[config.mk]
export PLATFORM = sky130hd
export DESIGN_NAME = mano_seq_ctrl
export DESIGN_NICKNAME = d
export VERILOG_FILES = /design/src/rtl/mano_pkg.sv /design/src/rtl/mano_onehot_dec.sv /design/src/rtl/mano_seq_ctrl.sv
export SDC_FILE = /design/constraint.sdc
export NUM_CORES = 1
export LEC_CHECK = 0
export CORE_UTILIZATION = 30
export CTS_CLUSTER_SIZE = 8
export DETAILED_ROUTE_END_ITERATION = 12
export PLACE_DENSITY = 0.65
export SLEW_MARGIN = 10
export SYNTH_ARGS = -nofsm -noshare
export SYNTH_HDL_FRONTEND = slang
export SYNTH_SLANG_ARGS = --single-unit
[constraint.sdc]
create_clock -name CLK -period 4.6 [get_ports CLK]
set_input_delay 0.92 -clock CLK [delete_from_list [all_inputs] [get_ports CLK]]
set_output_delay 0.92 -clock CLK [all_outputs]
set_load 0.05 [all_outputs]
[src/rtl/mano_pkg.sv]
// mano_pkg: shared constants and types for the Mano-style CPU sequencer.
//   - Default widths of the sequence counter, opcode field and IR.
//   - IR field positions for the default IR width (I bit, opcode MSB).
//   - Named indices into the one-hot T (timing) and D (opcode) vectors,
//     so control-logic equations read as T[T2], D[D7] and so on.
//   - Encoding of where the next sequence-counter value comes from.
package mano_pkg;

  localparam int SC_WIDTH_DEF = 4;
  localparam int OP_WIDTH_DEF = 3;
  localparam int IR_WIDTH_DEF = 16;

  // Field positions for the default 16-bit IR.
  localparam int IR_I_BIT  = IR_WIDTH_DEF - 1;
  localparam int IR_OP_MSB = IR_WIDTH_DEF - 2;

  // Timing-signal indices.
  localparam int T0 = 0;
  localparam int T1 = 1;
  localparam int T2 = 2;
  localparam int T3 = 3;
  localparam int T4 = 4;
  localparam int T5 = 5;
  localparam int T6 = 6;
  localparam int T7 = 7;

  // Decoded-opcode indices.
  localparam int D0 = 0;
  localparam int D1 = 1;
  localparam int D2 = 2;
  localparam int D3 = 3;
  localparam int D4 = 4;
  localparam int D5 = 5;
  localparam int D6 = 6;
  localparam int D7 = 7;

  // Source of the next sequence-counter value, in falling priority.
  typedef enum logic [1:0] {
    SC_SRC_HOLD  = 2'd0,  // halted: keep t
    SC_SRC_CLR   = 2'd1,  // end-of-instruction clear
    SC_SRC_RTEND = 2'd2,  // last step of the interrupt cycle
    SC_SRC_INC   = 2'd3   // normal counting
  } sc_src_e;

endpackage

[src/rtl/mano_onehot_dec.sv]
// mano_onehot_dec: parametrised binary-to-one-hot decoder.
//   Parameters: N - number of binary input bits.
//   Ports:
//     bin_i    [N-1:0]      binary value
//     onehot_o [2**N-1:0]   line bin_i high, every other line low
// Purely combinational.
module mano_onehot_dec #(
  parameter int N = 3
) (
  input  logic [N-1:0]      bin_i,
  output logic [2**N-1:0]   onehot_o
);

  generate
    for (genvar gi = 0; gi < 2**N; gi++) begin : g_line
      assign onehot_o[gi] = (bin_i == N'(gi));
    end
  endgenerate

endmodule

[src/rtl/mano_seq_ctrl.sv]
// mano_seq_ctrl: timing / sequence controller for the Mano-style CPU.
//   Produces the sequence counter t and its one-hot decode T, latches the
//   decoded opcode D and indirect bit i at T2, and keeps the run flag and
//   (optionally) the interrupt-cycle flag r.
//
//   Build option: define SEQ_INTR_EN to enable the interrupt-cycle flag r.
//   Without it r is tied low and IEN/FGI/FGO are ignored (ports remain).
//
//   Ports:
//     CLK     in   system clock, rising edge
//     RST     in   asynchronous active-high reset
//     IN_IR   in   instruction register
//     SC_CLR  in   end-of-instruction clear from the control logic
//     HLT     in   clear run flag (wins over START)
//     START   in   set run flag
//     IEN     in   interrupt enable         (SEQ_INTR_EN only)
//     FGI     in   input flag               (SEQ_INTR_EN only)
//     FGO     in   output flag              (SEQ_INTR_EN only)
//     t       out  sequence-counter value
//     T       out  one-hot decode of t (combinational)
//     D       out  registered one-hot opcode
//     i       out  registered indirect bit
//     r       out  interrupt-cycle flag
//     run     out  run flag (Mano S)
//     sc_ovf  out  sticky counter-wrap flag
module mano_seq_ctrl
  import mano_pkg::*;
#(
  parameter int SC_WIDTH = SC_WIDTH_DEF,
  parameter int OP_WIDTH = OP_WIDTH_DEF,
  parameter int IR_WIDTH = IR_WIDTH_DEF
) (
  input  logic                    CLK,
  input  logic                    RST,
  input  logic [IR_WIDTH-1:0]     IN_IR,
  input  logic                    SC_CLR,
  input  logic                    HLT,
  input  logic                    START,
  input  logic                    IEN,
  input  logic                    FGI,
  input  logic                    FGO,
  output logic [SC_WIDTH-1:0]     t,
  output logic [2**SC_WIDTH-1:0]  T,
  output logic [2**OP_WIDTH-1:0]  D,
  output logic                    i,
  output logic                    r,
  output logic                    run,
  output logic                    sc_ovf
);

  logic [SC_WIDTH-1:0]    sc_q, sc_d;
  logic                   ovf_q, ovf_d;
  logic                   run_q, run_d;
  logic [2**OP_WIDTH-1:0] d_q, d_d;
  logic                   i_q, i_d;
  logic                   r_q;
  logic [2**OP_WIDTH-1:0] op_onehot;
  logic                   dec_en;
  sc_src_e                sc_src;

  // Timing lines straight from the counter, no register stage.
  mano_onehot_dec #(.N(SC_WIDTH)) u_t_dec (
    .bin_i    (sc_q),
    .onehot_o (T)
  );

  // Opcode decode ahead of the D register.
  mano_onehot_dec #(.N(OP_WIDTH)) u_op_dec (
    .bin_i    (IN_IR[IR_WIDTH-2 -: OP_WIDTH]),
    .onehot_o (op_onehot)
  );

  // Address bits of the IR are not used here.
  wire unused_ir = &{1'b0, IN_IR[IR_WIDTH-OP_WIDTH-2:0]};

  // Next-t source: clear beats end-of-interrupt beats counting.
  always_comb begin
    sc_src = SC_SRC_HOLD;
    if (SC_CLR)
      sc_src = SC_SRC_CLR;
    else if (r_q && T[T2])
      sc_src = SC_SRC_RTEND;
    else if (run_q)
      sc_src = SC_SRC_INC;
  end

  always_comb begin
    sc_d  = sc_q;
    ovf_d = ovf_q;
    unique case (sc_src)
      SC_SRC_CLR,
      SC_SRC_RTEND: sc_d = '0;
      SC_SRC_INC: begin
        sc_d = sc_q + SC_WIDTH'(1);
        // Stepping off all-ones means the control logic never cleared t.
        if (&sc_q)
          ovf_d = 1'b1;
      end
      SC_SRC_HOLD:  sc_d = sc_q;
    endcase
  end

  // Fetch/decode happens only at T2 of a normal (non-interrupt) cycle.
  assign dec_en = T[T2] && !r_q && run_q;

  always_comb begin
    d_d = d_q;
    i_d = i_q;
    if (dec_en) begin
      d_d = op_onehot;
      i_d = IN_IR[IR_WIDTH-1];
    end
  end

  always_comb begin
    run_d = run_q;
    if (HLT)
      run_d = 1'b0;
    else if (START)
      run_d = 1'b1;
  end

  always_ff @(posedge CLK or posedge RST) begin
    if (RST) begin
      sc_q  <= '0;
      ovf_q <= 1'b0;
      run_q <= 1'b1;
      d_q   <= '0;
      i_q   <= 1'b0;
    end else begin
      sc_q  <= sc_d;
      ovf_q <= ovf_d;
      run_q <= run_d;
      d_q   <= d_d;
      i_q   <= i_d;
    end
  end

`ifdef SEQ_INTR_EN
  logic r_d;

  // Enter the interrupt cycle only from T3 onward of a running
  // instruction, so fetch/decode (T0..T2) is never split.
  always_comb begin
    r_d = r_q;
    if (sc_src == SC_SRC_RTEND)
      r_d = 1'b0;
    else if (run_q && !r_q && !(T[T0] || T[T1] || T[T2]) && IEN && (FGI || FGO))
      r_d = 1'b1;
  end

  always_ff @(posedge CLK or posedge RST) begin
    if (RST)
      r_q <= 1'b0;
    else
      r_q <= r_d;
  end
`else
  assign r_q = 1'b0;
  wire unused_intr = &{1'b0, IEN, FGI, FGO};
`endif

  assign t      = sc_q;
  assign D      = d_q;
  assign i      = i_q;
  assign r      = r_q;
  assign run    = run_q;
  assign sc_ovf = ovf_q;

endmodule

### After elaboration in Yosys (flattened, before gate mapping)

Index checks and enable logic that the tools add are counted.

| word-level totals | value |
|---|---|
| register bits | 15 |
| input port bits | 24 |
| output and inout bits | 32 |
| logic and storage cells | 43 |

| operators by class | value |
|---|---|
| $add $sub $neg | 1 |
| equal/unequal tests | 25 |
| muxes and demuxes | 5 |
| reductions and logical operators | 7 |

Operators by type and width:

| kind | count |
|---|---|
| 4-bit == test (second input constant) | 8 |
| 4-bit by 3-bit == test with 1-bit output (second input constant) | 4 |
| 3-bit == test (second input constant) | 4 |
| 4-bit by 2-bit == test with 1-bit output (second input constant) | 2 |
| 4-bit case mux with 2 select lines | 1 |
| 3-bit by 2-bit == test with 1-bit output (second input constant) | 2 |
| 5-bit AND reduction | 1 |
| 4-bit by 1-bit adder with 4-bit output (second input constant) | 1 |
| 2-bit == test (second input constant) | 2 |
| 4-bit by 1-bit == test with 1-bit output (second input constant) | 1 |
| 4-bit logical NOT | 1 |
| 2-bit 2-to-1 mux | 2 |
| 3-bit by 1-bit == test with 1-bit output (second input constant) | 1 |
| 3-bit logical NOT | 1 |
| 2-bit by 1-bit == test with 1-bit output (second input constant) | 1 |
| 2-bit logical NOT | 1 |
| 1-bit 2-to-1 mux | 2 |
| 2-bit nonzero test | 1 |
| 2-bit OR reduction | 1 |
| 1-bit logical AND | 1 |

### Logic depth before layout (Yosys ltp)

Gate-level depths: netlist of run 1.

| logic depth | value |
|---|---|
| word-level depth | 5 |
| mapped depth | 5 |
| mapped depth without buffers | 4 |

### Hierarchy

From an unflattened synthesis of run 1, not the netlist that was laid out.

| unflattened totals | value |
|---|---|
| cells, all modules | 72 |
| area total of the unflattened synthesis | 975.9 sq um |

Modules (own cells, without submodules):

| module | times used | cells an instance | area each (sq um) | sequential area each (sq um) |
|---|---|---|---|---|
| mano_seq_ctrl | 1 | 44 | 684.4 | 376.6 |
| mano_onehot_dec (u_t_dec) | 1 | 20 | 226.5 | 0.0 |
| mano_onehot_dec (u_op_dec) | 1 | 8 | 65.1 | 0.0 |

### Worst setup path before layout of run 1

OpenSTA, ideal clock, no wires.

| path | value |
|---|---|
| path kind | register to output |
| from | register sc_q[2], in the netlist t[2] |
| to | output T[4] |
| data arrival time | 1.491 ns |
| data required time | 3.680 ns |
| slack | 2.189 ns |
| stages on the path, launching flop included | 4 |
| buffers on the path | 1 |
| cells stage by stage | dfrtp_1 -> buf_2 -> and2b_1 -> and2_1 |

| on the way | value |
|---|---|
| cells in the longest elaborated chain, start to end | 1 |

RTL lines:

| what | line | text |
|---|---|---|
| from (decl) | mano_seq_ctrl.sv:51 | `logic [SC_WIDTH-1:0] sc_q, sc_d;` |
| from (signal assigned) | mano_seq_ctrl.sv:125 | `sc_q <= '0;` |
| from (signal assigned) | mano_seq_ctrl.sv:131 | `sc_q <= sc_d;` |
| 4-bit by 3-bit == test with 1-bit output | mano_onehot_dec.sv:16 | `assign onehot_o[gi] = (bin_i == N'(gi));` |
| to (decl) | mano_seq_ctrl.sv:43 | `output logic [2**SC_WIDTH-1:0] T,` |

No other way between the ends.

### Final worst setup path of run 1

| path | value |
|---|---|
| from | register sc_q[0], in the netlist t[0] |
| to | output T[14] |

| on the way | value |
|---|---|
| cells in the longest elaborated chain, start to end | 1 |

RTL lines:

| what | line |
|---|---|
| 4-bit == test | mano_onehot_dec.sv:16 |

No other way between the ends.

==> results of run 1 <==
==> worst max-delay path by stage <==
stage	to	slack [ns]	depth (start not counted)
floorplan	T[4]	2.19	3
global route	T[11]	1.54	3
CTS	T[14]	1.60	4
finish	T[14]	1.62	4
detailed placement	T[14]	1.92	4
global placement	T[14]	1.93	4
==> cell usage in the layout, fill, tap and decap left out <==
cell             instances
conb_1                   1
ha_1                     4
and2_1                  12
a21oi_1                  1
and3b_1                  3
nand3b_1                 1
mux2_4                   9
nor3b_1                  3
and3_1                   5
clkbuf_4                 3
clkbuf_1                 1
dfstp_2                  1
dfrtp_1                 14
nor2_1                   6
mux2_1                   1
a21bo_2                  1
nor4bb_4                 1
mux2i_1                  1
nor2b_1                  2
nand4_1                  1
xnor2_1                  1
a31o_2                   1
inv_1                    4
clkdlybuf4s50_1         39
and2b_1                  1
nor3_1                   1
==> cells by family after synthesis <==
family,after synthesis
AO/OA/AOI/OAI,3
XOR/XNOR,1
adder cells (fa/ha/maj),4
buffers and inverters,8
flip-flops,15
multiplexers,11
other,1
AND/OR/NAND/NOR,36
==> per-stage QoR <==
stage	cell area [µm²]	hold slack [ns]	utilization	cells
after global placement	1310	0.456	0.465	145
after floorplan	907	0.765	-	79
after detailed placement	1310	0.467	0.465	145
after global routing	1330	0.505	0.475	149
after CTS	1330	0.485	0.475	149
final	1330	0.479	0.475	149
==> power by group <==
| part | switching, mW | internal, mW | total [mW] |
|---|---|---|---|
| clock network | 0.0362 | 0.0335 | 0.0698 |
| logic | 0.0983 | 0.0661 | 0.164 |
| registers | 0.0126 | 0.149 | 0.161 |
| total | 0.147 | 0.248 | 0.396 |
==> area by class of cell <==
cell class                 instances  area (µm²)  area share
multi-input combinational         56         484       0.364
timing repair buffer              39         390       0.293
sequential                        15         377       0.283
tap                               31        38.8      0.0291
clock buffer                       4        26.3      0.0197
inverter                           4        15.0      0.0113
==> registers in the layout, summed over array words and instances (netlist names) <==
register	flops
i	1
t	4
sc_ovf	1
run	1
D	8
==> metal layers <==
metal  share of wire  vias up
met5               0        -
met4               0        0
met3            0.11        0
met2            0.46       33
met1            0.43      312
li1                -      341
==> out/results.ini, run 1 <==
[outcome]
status = complete, but fails checks
violations = DRC

[routing]
postRouteWirelength_um = 1770
vias = 686
drc = 10
wl_per_cell_um = 11.8
drt_iter0_drc = 20
firstDrtPassIters = 8
ant_nets = 0
vias_per_cell = 4.60

[power]
leakage_nw = 0.599
power.density_mw_per_mm2 = 297
irDropWorstVdd_v = 0.000138
power.total_uw = 396

[floorplan]
rows = 19
core_mm2 = 0.00281
ioPinCount = 56
die_w_um = 57.0
start_util = 0.323
die_y_um = 57.0
dieArea_mm2 = 0.00325

[yosys]
synthCells = 79
ys_warn_count = 0
synth_simple_gate_area_frac = 0.266
avgSynthCellArea_um2 = 11.5
synth_area_leader_cell = dfrtp_1
netlist_top_cells_count = 14 x dfrtp_1, 12 x and2_1, 9 x mux2_4, 6 x nor2_1, 5 x and3_1
ys_ff_latch = 15
synth_top_family_by_area = simple AND/OR/NAND/NOR gates
syn-cell-area_um2 = 907
synth_mux_area_frac = 0.172
syn_nets = 107
synthAdderAreaFrac = 0.0552
synth_ff_type = dfrtp_1
synth_top_area_share = 0.386
synth_most_common_cell = dfrtp_1
synth_xor_area_frac = 0.00966
ys_top_cells_by_area = dfrtp_1 39%, mux2_4 15%, and2_1 8.3%, ha_1 5.5%, and3_1 3.4%
synth-compound-area-share = 0.0262
synthArstFlopShare = 1.00
netlist-cell-type-count = 26
synth_edf_count = 0
ys_seq_area_frac = 0.415

[critical_path]
start_kind = flip-flop
crit_arrival_ns = 2.06
critPathBufInv = 2
critPathMaxFanout = 6
r2r_slack_ns = 2.51
cp_slowest_cell = clkdlybuf4s50_1
reg2reg_depth = 4
path_class = flip-flop to primary output
r2r-end = D[3]
cp_top_family = buffers and inverters
required_ns = 3.68
crit_chain = inv_1 -> ha_1 -> and3_1 -> clkdlybuf4s50_1
r2r-start = t[0]
cp-end-kind = primary output
max_stage_delay_ns = 0.81
startpoint = t[0]

[cts]
clk_latency_ns = 0.27
clkSinkCount = 15
clock_path_buffers = 2
postCtsSetupBuffers = 0
cts.reportedPaths.clkPinSlew_ns = 0.08
cts_hold_buf = 0
cts_buffers = 3
cts_root_buffer = clkbuf_4
h-tree-depth = 1
ctsResizeCount = 0
cts_tree = yes

[global_routing]
met2_usage = 0.190
overflow = 0
grt_max_degree = 16
grt_pass1_vias = 664
grt_pass1_wl_um = 2810
top_usage_layer = met2
grt_antenna_before_repair = 0
grt_usage = 0.109
met3_usage = 0.0295
met1_usage = 0.137

[timing]
timing.setup.tns_ns = 0
slew_headroom = 0.428
fmax_mhz = 336
period_share = 0.647
rsz0062_at_grt = no
worst_pin_slew_ns = 0.857
hold_viol = 0
finalSetupViolCount = 0
fin_worst_skew_ns = 0.00461
slew_violations = 0
fin_ws_ns = 1.62
finalCriticalPeriod_ns = 2.98

[layout]
nNetsFinal = 147
drive_gt1_frac = 0.136
fill_cells = 283
n_antenna_cell = 0
area_growth_pct = 46.8

[placement]
gp_congestion = 0.745
place_hpwl_um = 1380
io_buffers = 39
dp_slack_ns = 1.92

[job]
max_cap_violations = 0

[worst_hold_path]
min_from = sc_ovf
hold_path_depth = 1
holdCritPathClass = flip-flop to flip-flop
min_to = sc_ovf

No activity file was read; power rests on OpenSTA's default activity.
==> run 2, diff against run 1 <==
--- a/config.mk
+++ b/config.mk
@@ -8,7 +8,7 @@
 export CORE_UTILIZATION = 30
 export CTS_CLUSTER_SIZE = 8
 export DETAILED_ROUTE_END_ITERATION = 12
-export PLACE_DENSITY = 0.65
+export PLACE_DENSITY = 0.68
 export SLEW_MARGIN = 10
 export SYNTH_ARGS = -nofsm -noshare
 export SYNTH_HDL_FRONTEND = slang
==> constraint.sdc (replaced) <==
create_clock -name CLK -period 2.5 [get_ports CLK]
set_input_delay 0.5 -clock CLK [delete_from_list [all_inputs] [get_ports CLK]]
set_output_delay 0.5 -clock CLK [all_outputs]
set_load 0.05 [all_outputs]
==> run 2 against run 1 <==
- the run still ends with DRC left
- largest cell class unchanged
- critical path depth fell by 3
- register-to-register slack lost 1.8 ns
- non-clock buffer count increased by 3
- critical path type unchanged
- die area did not move
- via count grew 3.8%
- global-route usage is 1.7 points higher
- flip-flop and latch count unchanged
- sequential share of layout area down 0.11 points
- core utilization up 0.18 points
- total power is 85% higher
==> out/results.ini, run 2 (synthesized netlist as in run 1, its figures left out) <==
[cts]
clkSinkCount = 15  ; unchanged
clk_latency_ns = 0.27  ; about the same
cts.reportedPaths.clkPinSlew_ns = 0.09  ; about the same
h-tree-depth = 1  ; unchanged
postCtsSetupBuffers = 0  ; unchanged
cts_root_buffer = clkbuf_4
clock_path_buffers = 2  ; unchanged
cts_tree = yes
cts_buffers = 3  ; unchanged

[critical_path]
max_stage_delay_ns = 0.83  ; +0.02 ns
cp-end-kind = primary output
cp_slowest_cell = clkdlybuf4s50_1
critPathMaxFanout = 9  ; +3
r2r_slack_ns = 0.70  ; -1.81 ns
start_kind = flip-flop
crit_chain = clkdlybuf4s50_1
path_class = flip-flop to primary output
critPathBufInv = 1  ; -1
crit_arrival_ns = 1.74  ; -0.32 ns
cp_top_family = buffers and inverters
required_ns = 2.00  ; -1.68 ns

[timing]
fmax_mhz = 446
hold-worst-slack_ns = 0.475  ; -0.00348 ns
hold_viol = 0  ; unchanged
worst_pin_slew_ns = 0.584  ; -0.273 ns
fin_worst_skew_ns = 0.00120  ; -0.00340 ns
timing.setup.tns_ns = 0  ; unchanged
period_share = 0.896
slew_violations = 0  ; unchanged
slew_headroom = 0.611  ; +0.183
finalCriticalPeriod_ns = 2.24
finalSetupViolCount = 0  ; unchanged
rsz0062_at_grt = no

[global_routing]
top_usage_layer = met2
grt_pass1_wl_um = 3170  ; +13%
grt_max_degree = 16  ; unchanged
met1_usage = 0.158  ; +0.0209
met3_usage = 0.0340  ; +0.00454
grt_antenna_before_repair = 0  ; unchanged
grt_usage = 0.126  ; +0.0171
overflow = 0  ; unchanged
grt_pass1_vias = 698  ; +5.1%
met2_usage = 0.212  ; +0.0218

[placement]
place_area_mm2 = 0.00130  ; -0.19%
io_buffers = 39  ; unchanged
place_hpwl_um = 1460  ; +5.4%
gp_congestion = 0.708  ; -4.9%
place_inst = 148  ; +2.1%

[floorplan]
core_mm2 = 0.00281  ; unchanged
rows = 19  ; unchanged
die_y_um = 57.0  ; unchanged
dieArea_mm2 = 0.00325  ; unchanged
ioPinCount = 56  ; unchanged
die_w_um = 57.0  ; unchanged
start_util = 0.323  ; unchanged

[layout]
final_cells = 152  ; +2.0%
final_common_cell = clkdlybuf4s50_1
fill_cells = 281  ; -0.71%
nNetsFinal = 150  ; +2.0%
drive_gt1_frac = 0.240  ; +0.104
final_cell_mix = 23 x clkdlybuf4s50_1, 14 x dfrtp_1, 13 x buf_4
area_growth_pct = 47.3
largest_reg_flops = 8  ; unchanged
n_antenna_cell = 0  ; unchanged
design_area_mm2 = 0.00134  ; +0.38%

[routing]
wl_per_cell_um = 12.7  ; +6.9%
vias = 712  ; +3.8%
firstDrtPassIters = 8  ; unchanged
drc = 10  ; unchanged
ant_nets = 0  ; unchanged
vias_per_cell = 4.68  ; +1.7%
postRouteWirelength_um = 1930  ; +9.1%
drt_iter0_drc = 19  ; -5.0%

[power]
power.density_mw_per_mm2 = 549  ; +85%
leakage_nw = 0.711  ; +19%
irDropWorstVdd_v = 0.000296  ; +120%
power.total_uw = 733  ; +85%

[job]
max_cap_violations = 0  ; unchanged

[outcome]
status = complete, but fails checks
violations = DRC

[worst_hold_path]
holdCritPathClass = flip-flop to flip-flop

-- run 2: what timing repair did --
| item | CTS | global route |
|---|---|---|
| hold buffers | 0 | 0 |
| resized for setup | 2 | 4 |
| endpoints found under the setup margin | 2 | 4 |
| gates cloned | 0 | 0 |
-- run 2: report_power, final --
part           total, mW  internal (mW)  switching [mW]
registers          0.298          0.274          0.0239
clock network      0.134         0.0617          0.0722
logic              0.302          0.120           0.182
total              0.733          0.455           0.278
-- run 2: layout make-up --
| class | instances | area (µm²) | share of cell area |
|---|---|---|---|
| Inverter | 4 | 15.0 | 0.0112 |
| Sequential cell | 15 | 377 | 0.282 |
| Tap cell | 31 | 38.8 | 0.0290 |
| Clock buffer | 4 | 26.3 | 0.0197 |
| Timing Repair Buffer | 42 | 395 | 0.296 |
| Multi-Input combinational cell | 56 | 484 | 0.362 |
-- run 2: per-stage QoR --
step | setup slack (ns) | utilization
6_report | 0.260 | 0.476
5_1_grt | 0.166 | 0.476
4_1_cts | 0.00577 | 0.473
3_5_place_dp | 0.308 | 0.464
3_3_place_gp | 0.330 | 0.464
2_1_floorplan | 0.509 | -
-- run 2: final timing paths --
kind / from / end / depth (start not counted)
worst max-delay path: run / run / 1
min in group asynchronous: RST / D[2] / 2
worst max register to register: t[0] / D[5] / 5
max in group asynchronous: RST / t[3] / 2
worst min-delay path: sc_ovf / sc_ovf / 1
worst min register to register: sc_ovf / sc_ovf / 1
-- run 2: per-layer routing --
| layer | vias up | share of wire |
|---|---|---|
| met5 | - | 0 |
| met1 | 328 | 0.45 |
| met2 | 32 | 0.47 |
| met4 | 0 | 0.0026 |
| met3 | 2 | 0.083 |
| li1 | 350 | - |
==> run 3, diff against run 2 <==
--- a/config.mk
+++ b/config.mk
@@ -8,7 +8,7 @@
 export CORE_UTILIZATION = 30
 export CTS_CLUSTER_SIZE = 8
 export DETAILED_ROUTE_END_ITERATION = 12
-export PLACE_DENSITY = 0.68
+export PLACE_DENSITY_LB_ADDON = 0.2
 export SLEW_MARGIN = 10
 export SYNTH_ARGS = -nofsm -noshare
 export SYNTH_HDL_FRONTEND = slang
==> run 3 against run 2 <==
- the flow still finishes with violations (DRC)
- sequential share of layout area rose by 0.37 points
- hold slack improved by 0.0068 ns
- core utilization fell by 0.62 points
- design area fell by 1.3%
- die area did not move
- total power rose by 0.21%
- count of clock-buffer cells in the layout did not move
- clock power barely moved
- clock skew barely moved
- via count fell by 2.9%
- critical path depth did not move
- non-clock buffer count did not move
==> out/results.ini, run 3 (synthesized netlist as in run 1, its figures left out) <==
[outcome]
status = complete, but fails checks
violations = DRC

[floorplan]
die_w_um = 57.0  ; unchanged
ioPinCount = 56  ; unchanged
core_mm2 = 0.00281  ; unchanged
rows = 19  ; unchanged
start_util = 0.323  ; unchanged
dieArea_mm2 = 0.00325  ; unchanged
die_y_um = 57.0  ; unchanged

[layout]
fill_cells = 290  ; +3.2%
final_common_cell = clkdlybuf4s50_1
area_growth_pct = 45.4
n_antenna_cell = 0  ; unchanged
multiInputGateArea_um2 = 484  ; unchanged
nNetsFinal = 150  ; unchanged
final_cell_mix = 23 x clkdlybuf4s50_1, 18 x buf_4, 14 x dfrtp_1
largest_reg_flops = 8  ; unchanged
layout.area.seq_um2 = 377  ; unchanged
drive_gt1_frac = 0.281  ; +0.0413
design_area_mm2 = 0.00132  ; -1.3%

[cts]
cts.reportedPaths.clkPinSlew_ns = 0.09  ; about the same
cts_hold_buf = 0  ; unchanged
cts_buffers = 3  ; unchanged
cts_root_buffer = clkbuf_4
h-tree-depth = 1  ; unchanged
clkSinkCount = 15  ; unchanged
cts_tree = yes
clk_latency_ns = 0.28  ; about the same
clock_path_buffers = 2  ; unchanged

[job]
max_cap_violations = 0  ; unchanged

[power]
irDropWorstVdd_v = 0.000306  ; +3.3%
leakage_nw = 0.659  ; -7.3%
power.density_mw_per_mm2 = 557  ; +1.5%

[global_routing]
grt_pass1_wl_um = 3190  ; +0.41%
grt_antenna_before_repair = 0  ; unchanged
grt_max_degree = 16  ; unchanged
grt_usage = 0.125  ; -0.00144
overflow = 0  ; unchanged
grt_pass1_vias = 692  ; -0.86%

[timing]
timing.setup.tns_ns = 0  ; unchanged
period_share = 0.902  ; +0.00603
hold-worst-slack_ns = 0.482  ; +0.00679 ns
finalSetupViolCount = 0  ; unchanged
fmax_mhz = 444  ; -0.67%
slew_headroom = 0.618  ; +0.00709
fin_worst_skew_ns = 0.00115  ; -0.0000567 ns
finalCriticalPeriod_ns = 2.25  ; +0.0151 ns
slew_violations = 0  ; unchanged
hold_viol = 0  ; unchanged
fin_ws_ns = 0.245  ; -0.0151 ns
worst_pin_slew_ns = 0.573  ; -0.0106 ns
rsz0062_at_grt = no

[routing]
wl_per_cell_um = 12.1  ; -4.2%
postRouteWirelength_um = 1840  ; -4.2%
drc = 2  ; -8
vias = 691  ; -2.9%
ant_nets = 0  ; unchanged
drt_iter0_drc = 8  ; -11
vias_per_cell = 4.55  ; -2.9%
firstDrtPassIters = 8  ; unchanged

[critical_path]
critPathMaxFanout = 9  ; unchanged
max_stage_delay_ns = 0.84  ; about the same
crit_arrival_ns = 1.75  ; about the same
cp_top_family = buffers and inverters
cp_slowest_cell = clkdlybuf4s50_1
path_class = flip-flop to primary output
crit_chain = clkdlybuf4s50_1
critPathBufInv = 1  ; unchanged
start_kind = flip-flop
cp-end-kind = primary output
required_ns = 2.00  ; about the same

[worst_hold_path]
holdCritPathClass = flip-flop to flip-flop

[placement]
io_buffers = 39  ; unchanged
gp_congestion = 0.686  ; -3.2%
place_hpwl_um = 1380  ; -5.4%
dp_slack_ns = 0.381  ; +0.0727 ns
place_area_mm2 = 0.00129  ; -0.96%

[run 3: cell types whose count changed in the layout (fill, tap and decap cells not counted), sizes merged]
cell          change
buf               +5
dlygate4sd2       -2
dlymetal6s2s      -3
[run 3: where the power goes]
group	switching, mW	total (mW)	internal [mW]
sequential	0.0230	0.297	0.274
clock	0.0742	0.136	0.0618
combinational	0.181	0.302	0.121
[run 3: through the flow]
stage | power, mW | cells | utilization
finish | 0.735 | 152 | 0.470
floorplan | 0.505 | 79 | -
global placement | 0.603 | 148 | 0.460
detailed placement | 0.605 | 148 | 0.460
CTS | 0.747 | 152 | 0.469
global route | 0.774 | 152 | 0.470
[run 3: final cells by class]
class,instances,area share
Timing Repair Buffer,42,0.287
Tap cell,31,0.0294
Clock buffer,4,0.0199
Multi-Input combinational cell,56,0.367
Sequential cell,15,0.286
Inverter,4,0.0114
[run 3: final timing paths]
check / start / slack (ns) / depth (start not counted) / to
min in group asynchronous: RST / 0.57 / 2 / D[1]
worst max register to register: t[0] / 0.68 / 5 / D[1]
worst min-delay path: sc_ovf / 0.48 / 1 / sc_ovf
worst max-delay path: run / 0.25 / 1 / run
max in group asynchronous: RST / 1.56 / 2 / D[7]
worst min register to register: sc_ovf / 0.48 / 1 / sc_ovf
[run 3: layer usage]
metal	global-route usage	wire length (µm)	up-vias
met3	0.0431	89	0
met2	0.193	880	19
met5	0	0	-
li1	-	-	345
met4	0.0209	0	0
met1	0.172	874	327
[run 3: repair_timing]
action	in CTS	in global routing
gates resized for setup	0	1
setup buffers	0	0
endpoints found under the setup margin	0	1
